**config.mk**
```make
export PLATFORM = sky130hd
export DESIGN_NAME = data_mem_responder
export DESIGN_NICKNAME = d
export VERILOG_FILES = /design/src/rtl/data_mem_responder.sv
export SDC_FILE = /design/constraint.sdc
export NUM_CORES = 1
export LEC_CHECK = 0
export CAP_MARGIN = 5
export CORE_UTILIZATION = 47
export DETAILED_ROUTE_END_ITERATION = 10
export PLACE_DENSITY = 0.88
export SLEW_MARGIN = 10
export SYNTH_ARGS = -nofsm -noshare
export SYNTH_HDL_FRONTEND = slang
export SYNTH_SLANG_ARGS = --single-unit
```
**constraint.sdc**
```tcl
create_clock -name clock -period 3.7 [get_ports clock]
set_clock_uncertainty 0.05 [all_clocks]
set_input_delay 0.74 -clock clock [delete_from_list [all_inputs] [get_ports clock]]
set_output_delay 0.74 -clock clock [all_outputs]
set_load 0.05 [all_outputs]
```
**src/rtl/data_mem_responder.sv**
```systemverilog
// Data-side memory responder: turns cache line/word commands into single-word RAM accesses.
// Define DATA_MEM_RESPONDER_CWF_EN to make ReadLine start at Address[1:0] (critical word first).
module data_mem_responder #(
    parameter int PABITS = 32
) (
    input  logic              clock,
    input  logic              reset,
    input  logic [PABITS-3:0] Address,
    input  logic              ReadLine,
    input  logic              ReadWord,
    input  logic              WriteLineReady,
    input  logic              WriteWordReady,
    input  logic [3:0]        WriteWordBE,
    input  logic [127:0]      DataIn,
    output logic [31:0]       DataOut,
    output logic              Ready,
    output logic [1:0]        Offset,
    output logic [PABITS-3:0] Ram_Address,
    output logic              Ram_Read,
    output logic              Ram_Write,
    output logic [3:0]        Ram_BE,
    output logic [31:0]       Ram_WriteData,
    input  logic [31:0]       Ram_ReadData
);

    localparam int AW = PABITS - 2;

    typedef enum logic [2:0] {IDLE, READ, DRAIN, WRITE, ACK, COOL} state_t;

    state_t         state_q, state_d;
    logic [1:0]     cnt_q, cnt_d;
    logic           line_q, line_d;
    logic           ram_read_q, ram_read_d;
    logic           ram_write_q, ram_write_d;
    logic [AW-1:0]  ram_addr_q, ram_addr_d;
    logic [3:0]     ram_be_q, ram_be_d;
    logic [31:0]    ram_wdata_q, ram_wdata_d;
    logic           rd_vld_p1_q, rd_vld_p1_d;
    logic [1:0]     rd_idx_p1_q, rd_idx_p1_d;
    logic           ready_q, ready_d;
    logic [1:0]     offset_q, offset_d;
    logic [31:0]    dout_q, dout_d;
    logic [AW-1:0]  addr_q, addr_d;
    logic [127:0]   data_q, data_d;
    logic [1:0]     start_idx;
    logic [1:0]     nidx;

    always_comb begin
`ifdef DATA_MEM_RESPONDER_CWF_EN
        start_idx = Address[1:0];
`else
        start_idx = 2'd0;
`endif
    end

    always_comb begin
        state_d     = state_q;
        cnt_d       = cnt_q;
        line_d      = line_q;
        ram_read_d  = 1'b0;
        ram_write_d = 1'b0;
        ram_addr_d  = ram_addr_q;
        ram_be_d    = ram_be_q;
        ram_wdata_d = ram_wdata_q;
        addr_d      = addr_q;
        data_d      = data_q;
        nidx        = ram_addr_q[1:0] + 2'd1;
        // read return stage: RAM data arrives one cycle after issue, registered out the next
        rd_vld_p1_d = ram_read_q;
        rd_idx_p1_d = ram_addr_q[1:0];
        ready_d     = rd_vld_p1_q;
        dout_d      = rd_vld_p1_q ? Ram_ReadData : dout_q;
        offset_d    = rd_vld_p1_q ? rd_idx_p1_q : offset_q;

        case (state_q)
            IDLE: begin
                addr_d = Address;
                data_d = DataIn;
                cnt_d  = 2'd0;
                if (WriteLineReady) begin
                    state_d     = WRITE;
                    line_d      = 1'b1;
                    ram_write_d = 1'b1;
                    ram_addr_d  = {Address[AW-1:2], 2'b00};
                    ram_be_d    = 4'hF;
                    ram_wdata_d = DataIn[31:0];
                end else if (ReadLine) begin
                    state_d    = READ;
                    line_d     = 1'b1;
                    ram_read_d = 1'b1;
                    ram_addr_d = {Address[AW-1:2], start_idx};
                end else if (WriteWordReady) begin
                    state_d     = WRITE;
                    line_d      = 1'b0;
                    ram_write_d = 1'b1;
                    ram_addr_d  = Address;
                    ram_be_d    = WriteWordBE;
                    ram_wdata_d = DataIn[31:0];
                end else if (ReadWord) begin
                    state_d    = READ;
                    line_d     = 1'b0;
                    ram_read_d = 1'b1;
                    ram_addr_d = Address;
                end
            end
            READ: begin
                if (line_q && cnt_q != 2'd3) begin
                    ram_read_d = 1'b1;
                    cnt_d      = cnt_q + 2'd1;
                    ram_addr_d = {addr_q[AW-1:2], nidx};
                end else begin
                    state_d = DRAIN;
                end
            end
            DRAIN: begin
                if (!rd_vld_p1_q) state_d = COOL;
            end
            WRITE: begin
                if (line_q && cnt_q != 2'd3) begin
                    ram_write_d = 1'b1;
                    cnt_d       = cnt_q + 2'd1;
                    ram_addr_d  = {addr_q[AW-1:2], nidx};
                    ram_be_d    = 4'hF;
                    ram_wdata_d = data_q[{nidx, 5'b0} +: 32];
                end else begin
                    // Ready is registered, so raising it here lands it in the ACK cycle
                    state_d  = ACK;
                    ready_d  = 1'b1;
                    offset_d = 2'd0;
                end
            end
            ACK:     state_d = COOL;
            COOL:    state_d = IDLE;
            default: state_d = IDLE;
        endcase
    end

    always_ff @(posedge clock) begin
        if (reset) begin
            state_q     <= IDLE;
            cnt_q       <= 2'd0;
            line_q      <= 1'b0;
            ram_read_q  <= 1'b0;
            ram_write_q <= 1'b0;
            ram_addr_q  <= '0;
            ram_be_q    <= 4'd0;
            ram_wdata_q <= 32'd0;
            rd_vld_p1_q <= 1'b0;
            ready_q     <= 1'b0;
            offset_q    <= 2'd0;
            dout_q      <= 32'd0;
        end else begin
            state_q     <= state_d;
            cnt_q       <= cnt_d;
            line_q      <= line_d;
            ram_read_q  <= ram_read_d;
            ram_write_q <= ram_write_d;
            ram_addr_q  <= ram_addr_d;
            ram_be_q    <= ram_be_d;
            ram_wdata_q <= ram_wdata_d;
            rd_vld_p1_q <= rd_vld_p1_d;
            ready_q     <= ready_d;
            offset_q    <= offset_d;
            dout_q      <= dout_d;
        end
    end

    // Captured command payload and return index need no reset: they are qualified by control state
    always_ff @(posedge clock) begin
        addr_q      <= addr_d;
        data_q      <= data_d;
        rd_idx_p1_q <= rd_idx_p1_d;
    end

    assign DataOut       = dout_q;
    assign Ready         = ready_q;
    assign Offset        = offset_q;
    assign Ram_Address   = ram_addr_q;
    assign Ram_Read      = ram_read_q;
    assign Ram_Write     = ram_write_q;
    assign Ram_BE        = ram_be_q;
    assign Ram_WriteData = ram_wdata_q;

endmodule

```
==> impl_metrics.json <==
{
  "use_met2_pct": 37.64,
  "ys_top_cells_by_area": "edfxtp_1 46%, dfxtp_1 22%, mux2i_1 9.3%, mux4_2 7.0%, o2bb2ai_2 4.2%",
  "synthArstFlopShare_pct": 0,
  "synth_warnings": 0,
  "hp-class": "reg2reg",
  "worstPathArrival_ps": 2120,
  "grt_pass1_vias": 6809,
  "die_h_um": 150.0,
  "die_w_um": 150.0,
  "clk_pin_slew_ps": 60,
  "status": "completed",
  "cpPeakStageDelay_ps": 910,
  "final_hold_viol_count": 0,
  "end_kind": "primary output",
  "cts_tree": "done",
  "p_total_mw": 9.073,
  "fin_tns_setup_ps": 0,
  "min_period_over_period_pct": 78.55,
  "clk_latency_ps": 530,
  "busiest_layer": "met2",
  "avgRoutedWirePerCell_um": 20.26,
  "grt_overflow_total": 0,
  "area_delta_synth_final_pct": 39.24,
  "initial_utilization_pct": 48.51,
  "maxSlewHeadroom_pct": 25.54,
  "postCtsSetupRepairBufs": 0,
  "final.min_clock_period_ps": 2906,
  "grt_pass1_wl_mm": 37.35,
  "tightestPinTransition_ps": 1117,
  "syn_inst": 631,
  "postCtsHoldBufs": 0,
  "htreeDepth": 1,
  "first_iter_violations": 349,
  "syn_area_per_cell_um2": 16.31,
  "slew_viol_final": 0,
  "numPortBuffers": 302,
  "rows": 53,
  "grt_use_met1_pct": 26.10,
  "irDropWorstVdd_mv": 0.4785,
  "finalSetupViolCount": 0,
  "boundaryPins": 303,
  "cts_made_buffers": 27,
  "fillers": 1443,
  "synth-seq-cells": 268,
  "grt_max_degree": 77,
  "p_leak_nw": 5.211,
  "drt_first_pass_iters": 5,
  "nNetsFinal": 1130,
  "ys_seq_area_share_pct": 67.29,
  "wirelength_mm": 24.82,
  "cp_max_fo": 14,
  "synth-main-ff-cell": "edfxtp_1",
  "critical_path_class": "reg2out",
  "drive_gt1_share_pct": 14.00,
  "track_usage_pct": 21.87,
  "die_area_um2": 22500,
  "drtAntennaViolNets": 0,
  "drv_cap": 0,
  "dp_hpwl_mm": 16.86,
  "cp-start-kind": "register",
  "viasPerCell": 5.322,
  "cts_root_buf": "clkbuf_16",
  "syn-cell-area_um2": 10290,
  "synth_top_area_share_pct": 45.51,
  "cts.sinks": 268,
  "grt_antenna_before_repair": 0,
  "dr_total_vias": 6520,
  "cp.required_ps": 2910,
  "num_antenna_cells": 0,
  "slowest_stage": "clkdlybuf4s50_1",
  "coreArea_um2": 21220,
  "clock.fmax_mhz": 344.1,
  "ys_types": 41,
  "synth_top_area_cell": "edfxtp_1",
  "syn_nets": 832,
  "crit_path_cell_trace": "clkdlybuf4s50_1",
  "met3_usage_pct": 5.457,
  "gp_congestion": 0.7990,
  "cts_buffer_depth": 3,
  "crit_family": "buffers and inverters",
  "cts_resized": 0,
  "drc": 0,
  "path_buf_inv": 1,
  "synth_edf_count": 156,
  "powerDensity_nw_per_um2": 633.1,
  "reg2reg_slack_ps": 1180,
  "rsz0062_at_grt": "false"
}
## metrics by stage
stage / instance area (um^2) / hold slack, ps / std cells / setup WS [ps] / util (%)
floorplan: 10290 / 419.5 / 631 / 977.2 / -
global placement: 13490 / 394.2 / 1175 / 687.1 / 63.57
detailed placement: 13490 / 404.6 / 1175 / 548.4 / 63.57
CTS: 14330 / 419.2 / 1225 / 717.4 / 67.54
global route: 14330 / 434.3 / 1225 / 672.0 / 67.54
finish: 14330 / 416.8 / 1225 / 793.8 / 67.54
## final timing paths
check	startpoint	to	depth (start not counted)
max	Ram_Address[1]	Ram_Address[1]	1
max reg2reg	cnt_q[0]	Ram_Address[2]	6
min reg2reg	Ram_Read	rd_vld_p1_q	1
min	Ram_Read	rd_vld_p1_q	1
## power by group
group | switching, mW | internal (mW)
combinational | 1.48 | 0.945
sequential | 0.249 | 3.82
clock | 1.09 | 1.49
## state kept, by name, summed over array words and instances (netlist names)
signal and count:
Ram_Write 1, rd_idx_p1_q 2, Ready 1, Ram_Read 1, rd_vld_p1_q 1, state_q 3
Ram_Address 30, cnt_q 2, Ram_BE 4, line_q 1, data_q 128, Ram_WriteData 32
DataOut 32, Offset 2, addr_q 28
## per-layer routing
metal | wire, um | vias to the layer above
met3 | 2092 | 64
met2 | 12320 | 297
met5 | 0 | -
met1 | 9468 | 3134
met4 | 932 | 0
li1 | - | 3025
## synth_stat cells (2+ instances only)
master       n
buf_4        7
a211oi_1    17
nor2_1      78
inv_1        3
nor2b_1      4
edfxtp_1   156
o2bb2ai_2   29
clkbuf_1     9
o21ai_0      2
a21oi_1      7
buf_2       17
mux2i_1     96
mux4_2      32
buf_1        3
o2bb2ai_1    7
nand2_1      2
a211oi_2    11
buf_6        7
dfxtp_1    112
nor3_1       9
nand2b_1     3
## cell type report
| class | count | area (um^2) | area share, % |
|---|---|---|---|
| clock buffer | 45 | 813.3 | 5.674 |
| clock inverter | 5 | 28.78 | 0.2008 |
| inverter | 4 | 20.02 | 0.1397 |
| multi-input combinational | 316 | 3090 | 21.56 |
| sequential | 268 | 6930 | 48.35 |
| tap | 275 | 344.1 | 2.401 |
| timing repair buffer | 312 | 3105 | 21.67 |
## layout by cell type (no fill, tap or decap), types with 2 or more instances in the layout
| cell type | n |
|---|---|
| a211oi_2 | 11 |
| o21ai_0 | 2 |
| dfxtp_2 | 3 |
| nor2_1 | 78 |
| nand2b_1 | 2 |
| o2bb2ai_2 | 29 |
| a211oi_1 | 17 |
| clkinv_2 | 4 |
| mux2i_1 | 96 |
| a21oi_1 | 7 |
| clkdlybuf4s50_1 | 301 |
| edfxtp_1 | 156 |
| nor2b_1 | 4 |
| dfxtp_1 | 109 |
| clkbuf_1 | 11 |
| inv_6 | 2 |
| o2bb2ai_1 | 7 |
| mux4_2 | 32 |
| nor3_1 | 9 |
| buf_4 | 9 |
| clkbuf_8 | 7 |
| nand2_1 | 2 |
| inv_1 | 3 |
| clkbuf_16 | 27 |
## cells by family (layout without fill, tap and decap cells)
kind of cell               Yosys count  count (layout)  share of synthesized area, %
buffers and inverters               47             366                         2.711
DFF                                268             268                         67.29
muxes                              128             128                         16.34
adders and majority gates            1               1                        0.1215
AOI/OAI and AO/OA                   83              83                         8.934
and+or+nand+nor                    104             104                         4.607
Power figures use the tool's default switching activity.
